<file path="src/rtl/unpool_upsample2x.sv">
// ============================================================================
// unpool_upsample2x : nearest-neighbour 2x2 upsampler for a pooled pixel stream
// Revision 1.0
// ============================================================================
`default_nettype none

module unpool_upsample2x #(
  parameter int In_d_W = 32,
  parameter int W      = 26
) (
  input  logic                     clk,
  input  logic                     clr_n,
  input  logic                     in_valid,
  output logic                     in_ready,
  input  logic signed [In_d_W-1:0] in_data,
  output logic                     out_valid,
  output logic signed [In_d_W-1:0] out_data,
  output logic                     out_last
);

  localparam int WH = W / 2;
  localparam int CW = $clog2(W) + 1;
  localparam int IW = (WH > 1) ? $clog2(WH) : 1;
  localparam logic [CW-1:0] LAST_COL = CW'(WH - 1);

  typedef enum logic {
    S_TOP = 1'b0,
    S_BOT = 1'b1
  } state_t;

  state_t                     state;
  logic [CW-1:0]              col;
  logic                       phase;
  logic signed [In_d_W-1:0]   hold;
  logic signed [In_d_W-1:0]   linebuf [WH];
  logic                       accept;
  logic [IW-1:0]              idx;

  assign in_ready = clr_n && (state == S_TOP) && !phase;
  assign accept   = in_valid && in_ready;
  assign idx      = col[IW-1:0];

  // Storage is never reset: every entry is written in the top row before the bottom row reads it.
  always_ff @(posedge clk) begin
    if (accept) begin
      linebuf[idx] <= in_data;
      hold         <= in_data;
    end
  end

  always_ff @(posedge clk) begin
    if (!clr_n) begin
      state     <= S_TOP;
      col       <= '0;
      phase     <= 1'b0;
      out_valid <= 1'b0;
      out_data  <= '0;
      out_last  <= 1'b0;
    end else begin
      case (state)
        S_TOP: begin
          if (phase) begin
            out_data  <= hold;
            out_valid <= 1'b1;
            phase     <= 1'b0;
            if (col == LAST_COL) begin
              out_last <= 1'b1;
              col      <= '0;
              state    <= S_BOT;
            end else begin
              out_last <= 1'b0;
              col      <= col + 1'b1;
            end
          end else if (accept) begin
            out_data  <= in_data;
            out_valid <= 1'b1;
            out_last  <= 1'b0;
            phase     <= 1'b1;
          end else begin
            out_valid <= 1'b0;
            out_last  <= 1'b0;
          end
        end
        S_BOT: begin
          // Each stored pixel is emitted twice, back to back.
          out_data  <= linebuf[idx];
          out_valid <= 1'b1;
          phase     <= ~phase;
          if (phase && (col == LAST_COL)) begin
            out_last <= 1'b1;
            col      <= '0;
            state    <= S_TOP;
          end else begin
            out_last <= 1'b0;
            if (phase) col <= col + 1'b1;
          end
        end
        default: begin
          state     <= S_TOP;
          out_valid <= 1'b0;
          out_last  <= 1'b0;
        end
      endcase
    end
  end

endmodule

`default_nettype wire
</file>
<file path="config.mk">
export PLATFORM = sky130hd
export DESIGN_NAME = unpool_upsample2x
export DESIGN_NICKNAME = d
export VERILOG_FILES = /design/src/rtl/unpool_upsample2x.sv
export SDC_FILE = /design/constraint.sdc
export NUM_CORES = 1
export LEC_CHECK = 0
export ABC_AREA = 1
export BUFFER_PORTS_ARGS = -buffer_cell sky130_fd_sc_hd__buf_2
export CELL_PAD_IN_SITES_DETAIL_PLACEMENT = 0
export CELL_PAD_IN_SITES_GLOBAL_PLACEMENT = 1
export CORE_UTILIZATION = 35
export CTS_CLUSTER_SIZE = 28
export DETAILED_ROUTE_END_ITERATION = 16
export GPL_TIMING_DRIVEN = 1
export PLACE_DENSITY_LB_ADDON = 0.1
export SLEW_MARGIN = 30
export SYNTH_ARGS = -nofsm -noshare
export SYNTH_HDL_FRONTEND = slang
export SYNTH_SLANG_ARGS = --single-unit
</file>
<file path="constraint.sdc">
create_clock -name clk -period 8.1 [get_ports clk]
set_clock_uncertainty 0.05 [all_clocks]
set_input_delay 0.405 -clock clk [delete_from_list [all_inputs] [get_ports clk]]
set_output_delay 0.405 -clock clk [all_outputs]
set_load 0.05 [all_outputs]
</file>
Word level (Yosys, flattened, before mapping)

Memory sizes are Yosys's and may differ from the RTL's. A register that Yosys moved wholly into a read port is not among the register bits.
Index checks and enable logic that the tools add are counted.
Widths: inputs -> output; s select.

Output and inout port bits: 35
Bits of input ports: 35
Word-level logic and storage cells: 43
Memories kept: 1
Flip-flop bits (word level): 74
Bits in writable memories: 416

Reductions and logical operators: 6
Equal/unequal tests: 4
Mux-type cells: 22
Bitwise gates (word level): 2
$add $sub $neg: 1

Memories:

| memory  | words | bits a word | read ports | clocked after memory_dff | write ports | RTL line | RTL |
|---|---|---|---|---|---|---|---|
| linebuf | 13    | 32          | 1          | 1                        | 1           | 35       | `logic signed [In_d_W-1:0] linebuf [WH];` |

Operator list:

| operator            | number |
|---|---|
| $mux 32             | 2 |
| $pmux 32 s2         | 1 |
| $mux 6              | 4 |
| $pmux 6 s2          | 1 |
| $mux 1              | 8 |
| $mux 4              | 2 |
| $pmux 1 s2          | 4 |
| $add 6x1->6 const B | 1 |
| $eq 6x4->1 const B  | 1 |
| $logic_and 1x1->1   | 4 |
| $ne 3x1->1 const B  | 1 |
| $ne 3x3->1 const B  | 1 |
| $ne 2x2->1 const B  | 1 |
| $not 1->1           | 2 |
| $reduce_and 2->1    | 1 |
| $logic_not 1->1     | 1 |

Depth between registers and ports, before layout

Depth after elaboration: 7
Depth in mapped cells: 13

Least setup slack after synthesis

Ideal clock, no wire load.

Path type: register to register
Start point: reg phase
End point: mem linebuf[10][0] (enable)
Stages on the path, launching flop included: 9
Buffers on the path: 3
Library setup time: 461 ps
Slack: 4022 ps
Arrival time: 3567 ps
Cell sequence: dfxtp_1 > buf_4 > clkinv_2 > nand2_2 > nor2_4 > nand2_1 > buf_2 > buf_2 > nor3_1

Longest elaborated chain between the ends: 5

RTL lines:

| what                         | RTL line | RTL |
|---|---|---|
| start, declared              | 33       | `logic phase;` |
| start signal, assigned       | 88       | `phase <= ~phase;` |
| $logic_not 1->1              | 39       | `assign in_ready = clr_n && (state == S_TOP) && !phase;` |
| $logic_and 1x1->1            | 39       |  |
| named net in_ready           | 14       | `output logic in_ready,` |
| $logic_and 1x1->1            | 40       | `assign accept = in_valid && in_ready;` |
| $mux 1                       | 45       | `if (accept) begin` |
| $mux 1 (implied by the code) | 46       | `linebuf[idx] <= in_data;` |
| end, declared                | 35       |  |

The timed path passes the listed nets, and every way through them passes these cells.

Worst setup path in the final report

Start point: reg state
End point: mem linebuf[0][8] (enable)

Longest elaborated chain between the ends: 6

RTL lines:

| what                            | RTL line | RTL |
|---|---|---|
| start, declared                 | 31       | `state_t state;` |
| start signal, assigned          | 53       | `state <= S_TOP;` |
| start signal, assigned          | 69       | `state <= S_BOT;` |
| start signal, assigned          | 92       | `state <= S_TOP;` |
| $not 1->1                       | n/a      |  |
| $logic_and 1x1->1 (2 in series) | 39       |  |
| $logic_and 1x1->1               | 40       |  |
| named net accept                | 36       | `logic accept;` |
| $mux 1                          | 45       |  |
| $mux 1 (implied by the code)    | 46       |  |

The timed path passes the listed nets, and every way through them passes these cells.

==> results.ini <==
[outcome]
status=completed

[clock_tree]
hold_buffers=0
cts.sinks=494
numCtsBuffers=56
postCtsSetupBuffers=0
cts_resized=0
clkTransAtPathRegs_ns=0.06
htreeDepth=2
cts-root-buf=clkbuf_16
cts.path.max_buffers=3
clock_latency_ns=0.62
cts_tree=yes

[route]
via_per_inst=4.86
drc=0
vias=13697
wl_mm=58.8
ant_nets=0
drtPass1Iterations=5
first_iter_violations=901
wl_per_cell_um=20.9

[worst_setup_path]
crit_required_ns=8.34
critPathMaxFanout=49
crit_type=flip-flop to flip-flop
critPathLaunchType=flip-flop
rrSetupSlack_ns=4.58
worst_path_max_delay_cell=nor2_4
reg2reg_to=linebuf[0][8]$_DFFE_PP_
slowest_delay_ns=0.61
timing.rr.start=state$_SDFF_PN0_
endpoint=linebuf[0][8]$_DFFE_PP_
reg2regPathDepth=8
crit_chain=buf_4, nor2_4, nand2_1, buf_4, clkinv_2, nand2_1, nor2_4, buf_4
critPathCaptureType=flip-flop
cp-startpoint=state$_SDFF_PN0_
path_common_cell=buf_4
arrival_ns=3.76

[global_route]
antenna_found_initial=0
grt_pass1_vias=13543
grt_pass1_wl_mm=88.4
grt_max_degree=122
grt-ovfl-total=0
grt_usage=0.200

[floorplan]
core_region_area_mm2=0.0579
initial_utilization=0.355
die_w_um=244
die-area_mm2=0.0598
pin_count=70
die_height_um=244
std_cell_rows=88

[pwr]
p_clk_frac=0.452
p_per_area_mw_per_mm2=242
swShare=0.228
ir_worst_vdd_uv=186
power_switching_mw=1.31
seq_power_share=0.492
fin_total_pwr_mw=5.74
leakagePower_nw=9.48
p_int_mw=4.43
comb_power_share=0.056

[placement]
finalWeightedCongestion=0.743
port_buffers=69
hpwl_mm=31.5

[sta]
setup_viol=0
finalMaxSlewViolations=0
setup_tns_ns=0
min_period_over_period=0.435
rsz0062_at_grt=false
min_period_ns=3.52
max_freq_mhz=284
worstMarginPinSlew_ns=0.967
relSlewSlack=0.355
hold_viol=0

[logic_synthesis]
ys_warn_count=0
yosysSeqAreaShare=0.699
synth_nets=1988
synth_seq_cells=494
syn_area_mm2=0.0206
synthCells=1949
syn_avg_cell_area_um2=10.6
synth_cell_types=27

[cells_and_area]
drive_gt1_frac=0.115
num_antenna_cells=0
finish.net_count=2046
fillCellCount=5725
syn_to_final_growth_pct=15.1

[min_path]
hp-class=input port to flip-flop

[flow_run]
maxCapViolCount=0

==> metal layers <==
metal | vias to the layer above | global-route usage | routed length (um)
met4 | 0 | 0.0575 | 1350
li1 | 6586 | - | -
met2 | 257 | 0.333 | 28000
met3 | 88 | 0.0251 | 2020
met5 | - | 0 | 0
met1 | 6766 | 0.275 | 27400
==> cells in the mapped netlist, drive strengths merged <==
cell	count	area share
or2	11	0.0033
o211ai	5	0.0018
buf	70	0.017
a21o	2	0.00073
a21oi	70	0.019
nor3	12	0.0032
nor2	107	0.020
nand3	269	0.065
o21ai	32	0.0078
dfxtp	46	0.045
xor2	3	0.0013
inv	214	0.039
nand2	618	0.11
nor3b	1	0.00036
o22ai	1	0.00030
clkinv	1	0.00024
clkbuf	35	0.0064
edfxtp	448	0.65
ha	4	0.0024
==> placed cells by master (no fill, tap or decap), types with 3 or more instances in the layout <==
master	synthesis	routed
clkbuf_16	0	57
ha_1	4	4
or2_2	11	11
dfxtp_1	46	42
o21ai_0	32	32
a21oi_1	60	60
clkbuf_1	35	16
clkinv_2	1	13
bufinv_16	0	6
o211ai_1	5	5
nand3_1	269	269
nor2_4	1	5
nor2_1	106	102
inv_1	211	209
clkbuf_8	0	7
nor3_2	1	7
nor3_4	0	3
edfxtp_1	448	448
xor2_1	3	3
nand2_1	616	616
clkinv_1	0	6
a21oi_2	10	10
buf_4	2	33
buf_2	58	69
==> final cells by class <==
class | count | area [um2] | share of cell area
Sequential cell | 494 | 14400 | 0.607
Timing Repair Buffer | 105 | 659 | 0.0278
Inverter | 215 | 821 | 0.0346
Multi-Input combinational cell | 1135 | 5000 | 0.211
Tap cell | 765 | 957 | 0.0404
Clock buffer | 80 | 1580 | 0.0668
Clock inverter | 26 | 289 | 0.0122
==> worst max-delay path, delay by kind of cell (launching register included) <==
family,cells,cell delay [ns]
simple gates,4,1.23
flops,1,0.31
buf+inv,4,1.58
==> power groups by stage <==
| stage | combinational [mW] | clock [mW] | sequential [mW] |
|---|---|---|---|
| after floorplan | 0.166 | 0 | 2.91 |
| after global placement | 0.324 | 0 | 2.88 |
| after detailed placement | 0.326 | 0 | 2.88 |
| after CTS | 0.327 | 2.65 | 2.83 |
| after global routing | 0.357 | 2.74 | 2.83 |
| final | 0.319 | 2.59 | 2.83 |
==> cell families after synthesis <==
logic type | after synthesis | synth area share
flops | 494 | 0.699
fa+ha+maj | 4 | 0.00243
compound gates | 110 | 0.0295
xor+xnor | 3 | 0.00128
buf+inv | 320 | 0.0631
simple gates | 1018 | 0.205
==> worst min path at each step <==
stage	from	end	slack (ns)	cells after the start
6_report	in_valid	phase$_SDFF_PN0_	0.05	3
5_1_grt	in_valid	phase$_SDFF_PN0_	0.06	3
4_1_cts	in_valid	phase$_SDFF_PN0_	0.008	3
3_5_place_dp	out_data[24]$_SDFFE_PN0P_	out_data[24]$_SDFFE_PN0P_	0.39	2
3_3_place_gp	out_data[4]$_SDFFE_PN0P_	out_data[4]$_SDFFE_PN0P_	0.39	2
2_1_floorplan	in_data[0]	hold[0]$_DFFE_PP_	0.45	0
==> registers in the layout, summed over array words and instances, names as in the netlist, named ones only <==
name       cells
state          1
out_last       1
phase          1
out_valid      1
out_data      32
linebuf      416
col            6
hold          32
==> per-stage QoR <==
step | cell area [um2] | setup slack (ns) | hold slack (ns) | utilization | cells
floorplan | 20600 | 4.02 | 0.454 | - | 1949
global placement | 21700 | 4.01 | 0.389 | 0.375 | 2712
detailed placement | 21800 | 4.09 | 0.391 | 0.377 | 2714
CTS | 23700 | 4.29 | 0.00777 | 0.409 | 2820
global route | 23700 | 4.36 | 0.0643 | 0.409 | 2820
finish | 23700 | 4.58 | 0.0489 | 0.409 | 2820
Note: power is estimated with default switching activity, not from simulation.
